## src/rtl/uart_pkg.sv

```systemverilog
// uart_pkg: shared types and constants for the port-mapped UART transmitter
package uart_pkg;
  typedef enum logic [1:0] {IDLE, START, DATA, STOP} tx_state_t;
  localparam int ST_EMPTY = 0;
  localparam int ST_FULL  = 1;
  localparam int ST_BUSY  = 2;
  localparam int ST_OVF   = 3;
  localparam logic [7:0] PORT_DATA_DEF   = 8'h40;
  localparam logic [7:0] PORT_STATUS_DEF = 8'h41;
endpackage

```

## src/rtl/sync_fifo.sv

```systemverilog
// sync_fifo: circular FIFO with wrap-around pointers; pushes when full and pops when empty are ignored
module sync_fifo #(
  parameter int WIDTH = 8,
  parameter int DEPTH = 4
) (
  input  logic                           clk,
  input  logic                           reset,
  input  logic                           push,
  input  logic                           pop,
  input  logic [WIDTH-1:0]               din,
  output logic [WIDTH-1:0]               dout,
  output logic [$clog2(DEPTH+1)-1:0]     count,
  output logic                           full,
  output logic                           empty
);
  localparam int AW = $clog2(DEPTH);
  localparam int CW = $clog2(DEPTH+1);
  logic [WIDTH-1:0] mem [DEPTH];
  logic [AW-1:0] wr_ptr, rd_ptr;
  logic do_push, do_pop;
  assign full    = count == CW'(DEPTH);
  assign empty   = count == '0;
  assign do_push = push & ~full;
  assign do_pop  = pop & ~empty;
  assign dout    = mem[rd_ptr];
  always_ff @(posedge clk)
    if (do_push) mem[wr_ptr] <= din;
  always_ff @(posedge clk) begin
    if (reset) begin
      wr_ptr <= '0;
      rd_ptr <= '0;
      count  <= '0;
    end else begin
      if (do_push) wr_ptr <= wr_ptr + 1'b1;
      if (do_pop) rd_ptr <= rd_ptr + 1'b1;
      count <= count + CW'(do_push) - CW'(do_pop);
    end
  end
endmodule

```

## src/rtl/uart_tx_port.sv

```systemverilog
// uart_tx_port: port-mapped 8N1 UART transmitter with TX FIFO, status byte and drain interrupt
module uart_tx_port
  import uart_pkg::*;
#(
  parameter logic [7:0] PORT_DATA    = PORT_DATA_DEF,
  parameter logic [7:0] PORT_STATUS  = PORT_STATUS_DEF,
  parameter int         CLKS_PER_BIT = 868,
  parameter int         FIFO_DEPTH   = 4
) (
  input  logic       clk,
  input  logic       reset,
  input  logic       io_strb,
  input  logic [7:0] port_id,
  input  logic [7:0] out_port,
  output logic [7:0] status,
  output logic       tx,
  output logic       int_req
);
  localparam int BW = $clog2(CLKS_PER_BIT);
  localparam logic [BW-1:0] BAUD_MAX = BW'(CLKS_PER_BIT - 1);
  tx_state_t state, state_n;
  logic [BW-1:0] baud, baud_n;
  logic [2:0] bit_cnt, bit_n;
  logic [7:0] shift, shift_n, dout;
  logic [$clog2(FIFO_DEPTH+1)-1:0] count;
  logic wr_data, wr_stat, full, empty, avail, pop, tx_n, irq_n, overflow, baud_end;
  assign wr_data  = io_strb & (port_id == PORT_DATA);
  assign wr_stat  = io_strb & (port_id == PORT_STATUS);
  assign avail    = |count;
  assign baud_end = baud == BAUD_MAX;
  sync_fifo #(.WIDTH(8), .DEPTH(FIFO_DEPTH)) u_fifo (
    .clk(clk), .reset(reset), .push(wr_data), .pop(pop), .din(out_port),
    .dout(dout), .count(count), .full(full), .empty(empty)
  );
  always_ff @(posedge clk) begin
    if (reset) begin
      state    <= IDLE;
      baud     <= '0;
      bit_cnt  <= '0;
      shift    <= '0;
      tx       <= 1'b1;
      int_req  <= 1'b0;
      overflow <= 1'b0;
    end else begin
      state    <= state_n;
      baud     <= baud_n;
      bit_cnt  <= bit_n;
      shift    <= shift_n;
      tx       <= tx_n;
      int_req  <= irq_n;
      overflow <= (wr_data & full) ? 1'b1 : (wr_stat & out_port[3]) ? 1'b0 : overflow;
    end
  end
  // A frame ending with data still queued chains straight into the next start bit.
  always_comb begin
    state_n = state;
    baud_n  = (state == IDLE || baud_end) ? '0 : baud + 1'b1;
    bit_n   = bit_cnt;
    shift_n = shift;
    tx_n    = tx;
    pop     = 1'b0;
    irq_n   = 1'b0;
    case (state)
      IDLE: begin
        tx_n = 1'b1;
        if (avail) begin
          pop     = 1'b1;
          shift_n = dout;
          tx_n    = 1'b0;
          state_n = START;
        end
      end
      START: if (baud_end) begin
        state_n = DATA;
        tx_n    = shift[0];
        shift_n = shift >> 1;
        bit_n   = '0;
      end
      DATA: if (baud_end) begin
        if (bit_cnt == 3'd7) begin
          state_n = STOP;
          tx_n    = 1'b1;
        end else begin
          tx_n    = shift[0];
          shift_n = shift >> 1;
          bit_n   = bit_cnt + 3'd1;
        end
      end
      STOP: if (baud_end) begin
        if (avail) begin
          pop     = 1'b1;
          shift_n = dout;
          tx_n    = 1'b0;
          state_n = START;
        end else begin
          state_n = IDLE;
          irq_n   = 1'b1;
        end
      end
      default: state_n = IDLE;
    endcase
  end
  always_comb begin
    status           = '0;
    status[ST_EMPTY] = empty;
    status[ST_FULL]  = full;
    status[ST_BUSY]  = state != IDLE;
    status[ST_OVF]   = overflow;
  end
endmodule

```

## config.mk

```make
export PLATFORM = sky130hd
export DESIGN_NAME = uart_tx_port
export DESIGN_NICKNAME = d
export VERILOG_FILES = /design/src/rtl/uart_pkg.sv /design/src/rtl/sync_fifo.sv /design/src/rtl/uart_tx_port.sv
export SDC_FILE = /design/constraint.sdc
export NUM_CORES = 1
export LEC_CHECK = 0
export CORE_MARGIN = 10
export CORE_UTILIZATION = 56
export CTS_CLUSTER_DIAMETER = 200
export DETAILED_ROUTE_END_ITERATION = 10
export GPL_ROUTABILITY_DRIVEN = 0
export HOLD_SLACK_MARGIN = 0.03
export PLACE_DENSITY = 0.78
export SETUP_SLACK_MARGIN = 0.3
export SYNTH_ARGS = -nofsm -noshare
export SYNTH_HDL_FRONTEND = slang
export SYNTH_SLANG_ARGS = --single-unit
```

## constraint.sdc

```tcl
create_clock -name clk -period 3.1 [get_ports clk]
set_input_delay 0.465 -clock clk [delete_from_list [all_inputs] [get_ports clk]]
set_output_delay 0.465 -clock clk [all_outputs]
set_load 0.02 [all_outputs]
```

# Word level (Yosys, flattened, before mapping)
# Memories as Yosys holds them, arrays and structs flattened. A register that Yosys moved wholly into a read port is not among the register bits.
# Cells that the tools add are included.
# Widths: inputs -> output; s select.
# classes
eq_ne,15
reduce_logical,13
n_addsub,6
bitwise,10
mux,33
# op_table
operator,count
$mux 8,5
$pmux 8 s4,1
$eq 8x7->1 const B,2
$mux 2,7
$ne 2x2->1 const B,7
$mux 1,13
$reduce_and 4->1,3
$add 10x1->10 const B,1
$eq 10x10->1 const B,1
$mux 3,3
$pmux 2 s4,1
$and 1x1->1,6
$eq 3x3->1 const B,2
$pmux 3 s2,1
$reduce_bool 2->1,3
$reduce_or 3->1,2
$reduce_and 5->1,1
$add 2x1->2 const B,2
$eq 2x2->1 const B,2
$not 1->1,4
$pmux 1 s4,1
$add 3x1->3,1
$add 3x1->3 const B,1
$logic_not 3->1,1
6 further kinds,6
# word_totals
regBits,33
input_bits,19
memories,1
ramBits,32
# mem_list
name,depth,word_bits,rd,rd_ports_with_merged_regs,wr,line_no,text
u_fifo.mem,4,8,1,1,1,sync_fifo.sv:18,logic [WIDTH-1:0] mem [DEPTH];

# Longest topological paths before layout
# Gate-level depths: netlist of the first run.
# depth
depth_word,7
ltp_mapped,12
ltp_nobuf,12

# Modules after synthesis
# A second synthesis of the first run with hierarchy kept.
# hier_totals
cells_unflattened,249
hier_area_um2,3065.4
# modules_own_cells
mod,instances,seq_area_each_um2,cells_each,area_per_inst_um2
sync_fifo,1,1141.1,93,1634.1
uart_tx_port,1,520.5,156,1431.4

# Worst setup path before layout of the first run
# OpenSTA, ideal clock, no wires.
# synth_timing
path_kind,register to register
start,register baud[0]
end,register u_fifo.count[2]
path_stages_with_launch,13
t_required_ns,2.985
n_path_buf,0
t_arrival_ns,2.250
period_less_slack_ns,2.365
setup_time_ns,0.115
path_slack_ns,0.735
path_cell_list,dfxtp_1 ha_1 nor3b_4 a41oi_2 nor2_1 ha_1 inv_1 ha_1 inv_1 fa_1 xor2_1 xnor2_1 nor2_1
# synth_between
elab_chain_len,5
# synth_rtl
item,line_no,text
from (decl),uart_tx_port.sv:22,"logic [BW-1:0] baud, baud_n;"
from (signal assigned),uart_tx_port.sv:46,baud <= baud_n;
$eq 10x10->1,uart_tx_port.sv:30,assign baud_end = baud == BAUD_MAX;
$mux 1,uart_tx_port.sv:89,STOP: if (baud_end) begin
$pmux 1 s2,uart_tx_port.sv:63,case (state)
$and 1x1->1,sync_fifo.sv:24,assign do_pop = pop & ~empty;
named net u_fifo.do_pop,sync_fifo.sv:20,"logic do_push, do_pop;"
$sub 3x1->3,sync_fifo.sv:36,count <= count + CW'(do_push) - CW'(do_pop);
to (signal assigned),sync_fifo.sv:36,
to (decl),sync_fifo.sv:12,"output logic [$clog2(DEPTH+1)-1:0] count,"
# The timed path passes the listed nets, and every way through them passes these cells.
# A chain may end at the register's enable or synchronous reset.

# Worst setup path in the final report of the first run
# layout_timing
start,register u_fifo.count[1]
end,register u_fifo.count[2]
# layout_between
elab_chain_len,6
# layout_rtl
item,line_no,text
$reduce_or 3->1,uart_tx_port.sv:29,assign avail = |count;
$mux 1,"uart_tx_port.sv:66, uart_tx_port.sv:90",
$mux 1,uart_tx_port.sv:89,
$pmux 1 s2,uart_tx_port.sv:63,
$and 1x1->1 *,sync_fifo.sv:24,
named net u_fifo.do_pop,sync_fifo.sv:20,
$sub 3x1->3 *,sync_fifo.sv:36,
# The timed path passes the listed nets; every way through them passes the cells marked *.

==> out/metrics.yaml, run 1 <==
status: "finished clean"
ys_types: 48
grt_setup_unrepaired: "no"
synth_seq_cells: 67
area_growth_pct: 15.1
worstPathArrival_ns: 2.79
synth_top_area_share_pct: 31.8
min-delay-start: "u_fifo.rd_ptr[1]"
io_buffers: 24
grt.overflow.total: 0
path_clk_slew_ns: 0.07
max_freq_mhz: 391
slew_violations: 0
initial_utilization_pct: 58.5
hp-class: "reg2reg"
cts_buffers: 9
synthesis.area_sq_mm: 0.00302
wl_mm: 5.26
rows: 26
dieArea_sq_mm: 0.00874
timing.final.crit_share_pct: 82.5
worstSetupStartpoint: "u_fifo.count[1]"
ir_drop_v: 0.000490
htree_levels: 3
fin_nets: 300
drt_iter0_markers: 134
worstReg2RegStart: "u_fifo.count[1]"
power.leakage_nw: 1.18
swShare_pct: 34.4
power_mw: 2.78
vias: 1898
syn_avg_cell_area_sq_um: 12.4
io_pins: 29
switchingPower_mw: 0.955
grt.total_usage_pct: 12.9
dr_wl_met3_um: 274
cts.sinks: 67
ys_warn_count: 0
ant_nets: 0
core_sq_mm: 0.00517
cts-hold-fix-buffers: 0
worstMarginPinSlew_ns: 0.527
place_hpwl_mm: 3.69
root_buffer: "clkbuf_8"
num_antenna_cells: 0
clkPwrFrac_pct: 25.6
cts_tree: "built"
dr.pass1.iters: 4
worstSetupEndpointType: "register"
drive_gt1_share_pct: 13.3
synth.area.top_cells: "edfxtp_1 (32%), dfxtp_1 (23%), mux4_2 (6.0%)"
grt_pass1_vias: 1886
worst_setup_path_start_kind: "register"
dieHeight_um: 93.5
hold_violations: 0
wl_per_cell_um: 15.4
setup_tns_ns: 0
finalSetupViolations: 0
drc_errors: 0
critPathRequiredTime_ns: 3.33
grt_pass1_wl_mm: 8.91
post_cts_resized: 0
syn_inst: 244
wl_met1_mm: 2.35
yosysTopAreaCell: "edfxtp_1"
worstPathMaxFanout: 5
slew_headroom_pct: 64.8
antenna_found_initial: 0
final_util_pct: 67.3
seq_area_frac_synth_pct: 54.9
p_comb_share_pct: 35.1
die_w_um: 93.5
viasPerCell: 5.57
seqPwrFrac_pct: 39.3
clk_path_buf_depth: 2
p_per_area_mw_per_mm2: 798
fin_crit_ns: 2.56
topRoutingLayerUsed: "met4"
cap_violations: 0
post_cts_buffers: 0
dr_wl_met2_mm: 2.54
grt_start_max_net_pins: 27
insertion_delay_ns: 0.34
fin_skew_ns: 0.00807
intPower_mw: 1.82
worstSetupPathType: "reg2reg"
-- path summary, 6_finish.rpt --
| path | end | slack (ns) | cells after the start |
|---|---|---|---|
| setup / recovery | u_fifo.count[2] | 0.54 | 11 |
| hold / removal | register | 0.49 | 2 |
| setup reg to reg | u_fifo.count[2] | 0.54 | 11 |
| hold reg to reg | register | 0.49 | 2 |
-- cells in the mapped netlist, drive strengths merged --
library cell and instances:
a41oi 1, nor3 5, nand3 7, a31o 2, o21ai 5, xor2 5
o211ai 1, buf 13, nor2 18, nand2 4, nor4 1, mux2i 8
o31ai 1, and4bb 1, and3 2, or2b 1, mux4 8, fa 1
inv 12, a31oi 2, dfxtp 35, xnor2 6, nor3b 2, a21oi 17
a211oi 3, a311oi 7, conb 1, clkbuf 6, or4 1, o21a 1
a21bo 1, nor4bb 2, edfxtp 32, or3 3, a21o 1, ha 14
nor2b 1, a2bb2oi 1, a22oi 1, nand4 4, and2 5, nand4b 2
-- kinds of logic (layout without fill, tap and decap cells) --
group                      Yosys count  in the layout  synth area share [%]
and+or+nand+nor                     59             59                  11.2
AOI/OAI and AO/OA                   44             44                  9.81
adders and majority gates           15             15                  6.45
buffers and inverters               31             55                  5.71
other                                1              4                 0.124
DFF                                 67             67                  54.9
muxes                               16             16                  8.61
xor gates and xnor gates            11             11                  3.19
-- sequential cells by signal, indices dropped and copies added, names as in the netlist, named ones only --
register,flops
tx,1
u_fifo.count,3
baud,10
u_fifo.wr_ptr,2
int_req,1
shift,8
state,2
u_fifo.mem,32
bit_cnt,3
u_fifo.rd_ptr,2
overflow,1
-- metal layers --
layer	track usage (%)	up-vias
met1	14.8	903
met2	20.8	41
met5	0	-
met4	4.50	0
li1	-	941
met3	5.76	13
-- final cells by class --
class,instances,area [sq um]
fill,373,1690
sequential,67,1660
multi-input combinational,149,1230
timing repair buffer,27,263
clock buffer,11,131
tap,70,87.6
clock inverter,5,62.6
inverter,12,45.0
-- power by group through the flow --
stage | clock [mW] | sequential (mW) | combinational [mW]
after floorplan | 0 | 1.08 | 0.793
after detailed placement | 0 | 1.11 | 0.951
after global routing | 0.772 | 1.11 | 1.09
after global placement | 0 | 1.11 | 0.927
after CTS | 0.726 | 1.09 | 0.956
final | 0.710 | 1.09 | 0.975
-- placed cells by master, fill, tap and decap left out, types with 2 or more instances in the layout --
cell | synthesis | final
nand4b_1 | 2 | 2
nor2_1 | 18 | 18
mux2i_1 | 8 | 8
clkbuf_1 | 4 | 2
mux4_2 | 8 | 8
inv_1 | 12 | 12
dfxtp_1 | 35 | 35
edfxtp_1 | 32 | 32
ha_1 | 14 | 13
and2_1 | 4 | 4
a311oi_1 | 7 | 7
a31o_2 | 2 | 2
clkdlybuf4s50_1 | 0 | 24
a31oi_1 | 2 | 2
xnor2_1 | 6 | 6
nand3_1 | 7 | 7
or3_1 | 2 | 2
a21oi_1 | 17 | 17
nand2_1 | 4 | 4
nor3_1 | 5 | 5
conb_1 | 1 | 4
o21ai_0 | 5 | 5
buf_4 | 8 | 3
nand4_1 | 4 | 4
clkinvlp_4 | 0 | 2
a211oi_1 | 3 | 3
xor2_1 | 5 | 5
clkbuf_8 | 2 | 9
-- worst max-delay path: stages (launching register included) --
cell	delay (ns)
dfxtp_1	0.36
or3_2	0.52
or2b_1	0.25
nor2_1	0.06
ha_1	0.27
inv_1	0.06
ha_1	0.13
inv_1	0.05
fa_1	0.37
xor2_1	0.17
xnor2_1	0.14
nor2_1	0.05
-- stage by stage --
step | instance area, sq um | setup WS, ns | cells | hold slack, ns
finish | 3480 | 0.542 | 341 | 0.491
global route | 3480 | 0.330 | 341 | 0.522
CTS | 3450 | 0.448 | 341 | 0.472
detailed placement | 3260 | 0.130 | 325 | 0.456
global placement | 3260 | 0.283 | 325 | 0.446
floorplan | 3040 | 0.735 | 247 | 0.430
(Power assumes the default switching activity.)
==> run 2, diff against run 1 <==
--- a/config.mk
+++ b/config.mk
@@ -6,12 +6,12 @@
 export NUM_CORES = 1
 export LEC_CHECK = 0
 export CORE_MARGIN = 10
-export CORE_UTILIZATION = 56
+export CORE_UTILIZATION = 51
 export CTS_CLUSTER_DIAMETER = 200
 export DETAILED_ROUTE_END_ITERATION = 10
 export GPL_ROUTABILITY_DRIVEN = 0
 export HOLD_SLACK_MARGIN = 0.03
-export PLACE_DENSITY = 0.78
+export PLACE_DENSITY = 0.75
 export SETUP_SLACK_MARGIN = 0.3
 export SYNTH_ARGS = -nofsm -noshare
 export SYNTH_HDL_FRONTEND = slang
==> constraint.sdc (replaced) <==
create_clock -name clk -period 2.3 [get_ports clk]
set_input_delay 0.345 -clock clk [delete_from_list [all_inputs] [get_ports clk]]
set_output_delay 0.345 -clock clk [all_outputs]
set_load 0.02 [all_outputs]
==> run 2 against run 1 <==
Net effect:
- the flow now finishes with violations (negative setup slack)
- sequential cell count unchanged
- non-clock buffer count up 28
- utilization down 0.81 points
- clock power up 36%
- cell count up 8.8%
- sequential share of layout area down 3.3 points
- critical path type unchanged
- critical endpoint unchanged
==> out/metrics.yaml, run 2 (synthesis results as in run 1) <==
num_antenna_cells: 0  # unchanged
htree_levels: 3  # unchanged
drt_iter0_markers: 80  # -40%
worstSetupEndpointType: "register"
place_inst: 352  # +8.3%
crit_top_cell: "nor2_1"
max_freq_mhz: 424  # +8.3%
critical-path-max-stage-delay_ns: 0.35  # -0.17 ns
reg2reg_slack_ns: -0.06  # -0.60 ns
crit_path_cell_trace: "ha_4, nor3b_4, a41oi_2, nor2_1, ha_1, inv_1, ha_2, inv_2, fa_2, xor2_1, xnor2_1, nor2_1"
root_buffer: "clkbuf_8"
drc_errors: 0  # unchanged
nFillCells: 449  # +20%
worstSetupPathType: "reg2reg"
critPathRequiredTime_ns: 2.52  # -0.81 ns
grt_setup_unrepaired: "yes"
grt.total_usage_pct: 11.8  # -1.1 points
largestRegisters: "u_fifo.mem: 32 flops, baud: 10 flops, shift: 8 flops"
place_hpwl_mm: 3.99  # +8.0%
insertion_delay_ns: 0.34  # about the same
fin_skew_ns: 0.00960  # +0.00153 ns
p_per_area_mw_per_mm2: 1030  # +30%
switchingPower_mw: 1.32  # +38%
finalSetupViolations: 1  # +1
worstMarginPinSlew_ns: 0.538  # +0.0105 ns
hp-class: "reg2reg"
p_comb_share_pct: 37.0  # +1.9 points
seqPwrFrac_pct: 38.1  # -1.2 points
initial_utilization_pct: 53.6  # -4.9 points
cts_buffers: 9  # unchanged
worstPathArrival_ns: 2.58  # -0.21 ns
drive_gt1_share_pct: 26.8  # +13 points
slew_violations: 0  # unchanged
ir_drop_v: 0.000673  # +37%
power.leakage_nw: 1.37  # +16%
final_area_sq_mm: 0.00375  # +7.8%
io_pins: 29  # unchanged
final_util_pct: 66.5  # -0.81 points
crit_buf_inv: 2  # unchanged
area_growth_pct: 24.1
crit_family: "adder cells"
die_w_um: 97.0  # +3.8%
worst_setup_path_start_kind: "register"
worstPathMaxFanout: 2  # -3
setup_tns_ns: -0.0606  # -0.0606 ns
hold_violations: 0  # unchanged
fin_crit_ns: 2.36  # -0.197 ns
timing.final.crit_share_pct: 103  # +20 points
ant_nets: 0  # unchanged
vias: 1986  # +4.6%
cts.sinks: 67  # unchanged
dpl_worst_slack_ns: -0.333  # -0.463 ns
cts-hold-fix-buffers: 0  # unchanged
viasPerCell: 5.35  # -3.8%
dr.pass1.iters: 4  # unchanged
largest_reg_flops: 32  # unchanged
grt_start_max_net_pins: 26  # -3.7%
slowest_stage: "dfxtp_2"
rows: 27  # +3.8%
cts_tree: "built"
antenna_found_initial: 0  # unchanged
violations: "negative setup slack"
swShare_pct: 34.0  # -0.36 points
grt_pass1_wl_mm: 9.29  # +4.3%
place_area_sq_mm: 0.00349  # +7.0%
final_cell_mix: "edfxtp_1 (32), buf_4 (31), dfxtp_1 (30)"
slew_headroom_pct: 64.1  # -0.70 points
clkPwrFrac_pct: 24.9  # -0.7 points
wl_per_cell_um: 14.5  # -6.2%
grt.overflow.total: 0  # unchanged
final_cells: 371  # +8.8%
wl_mm: 5.37  # +2.0%
io_buffers: 24  # unchanged
status: "complete, but fails checks"
intPower_mw: 2.56  # +40%
cap_violations: 0  # unchanged
dieHeight_um: 97.0  # +3.8%
layout_setup_ws_ns: -0.0606  # -0.603 ns
dieArea_sq_mm: 0.00941  # +7.7%
core_sq_mm: 0.00564  # +9.1%
fin_nets: 328  # +9.3%
final_common_cell: "edfxtp_1"
grt_pass1_vias: 2004  # +6.3%
clk_path_buf_depth: 2  # unchanged
path_clk_slew_ns: 0.08  # about the same
regMostFlops: "u_fifo.mem"
==> run 2: cell type report <==
cell class	instances	area [sq um]	area share, %
well taps	72	90.1	2.40
clock buffers	9	124	3.30
inverters	12	45.0	1.20
multi-input cells	149	1280	34.1
repair buffers	55	469	12.5
flip-flops and latches	67	1670	44.4
clock inverters	7	76.3	2.03
==> run 2: power by group through the flow <==
stage	Combinational [mW]	Clock [mW]	Sequential, mW
final	1.44	0.967	1.48
after global routing	1.61	1.05	1.50
after CTS	1.43	0.992	1.48
after detailed placement	1.41	0	1.51
after global placement	1.37	0	1.50
after floorplan	1.10	0	1.47
==> run 2: final timing paths <==
kind                                 start         endpoint  cells past startpoint
worst max register to register     baud[1]  u_fifo.count[2]                     12
worst min-delay path            bit_cnt[1]       bit_cnt[1]                      2
worst min register to register  bit_cnt[1]       bit_cnt[1]                      2
worst max-delay path               baud[1]  u_fifo.count[2]                     12
==> run 2: metal layers <==
metal  routed length (um)  global-route usage (%)  vias up
li1                     -                       -      995
met1                 2350                    13.2      948
met2                 2720                    19.8       41
met3                  294                    5.25        2
met4                   12                    2.93        0
met5                    0                       0        -
==> run 2: stage by stage <==
stage	hold WS [ns]	total power, mW
floorplan	0.432	2.58
global placement	0.464	2.87
detailed placement	0.478	2.92
CTS	0.489	3.90
global route	0.522	4.16
finish	0.487	3.88
==> run 2: worst reg2reg max path, stage by stage, from the launching register on <==
cell	delay, ns
dfxtp_2	0.35
ha_4	0.13
nor3b_4	0.25
a41oi_2	0.18
nor2_1	0.15
ha_1	0.24
inv_1	0.06
ha_2	0.16
inv_2	0.04
fa_2	0.33
xor2_1	0.17
xnor2_1	0.14
nor2_1	0.05
==> run 2: repair_timing <==
| item | CTS | global route |
|---|---|---|
| buffers inserted | 2 | 1 |
| gates resized for setup | 5 | 10 |
| endpoints found under the hold margin | 0 | 0 |
| pin swaps | 3 | 4 |
| setup endpoints to repair | 4 | 43 |
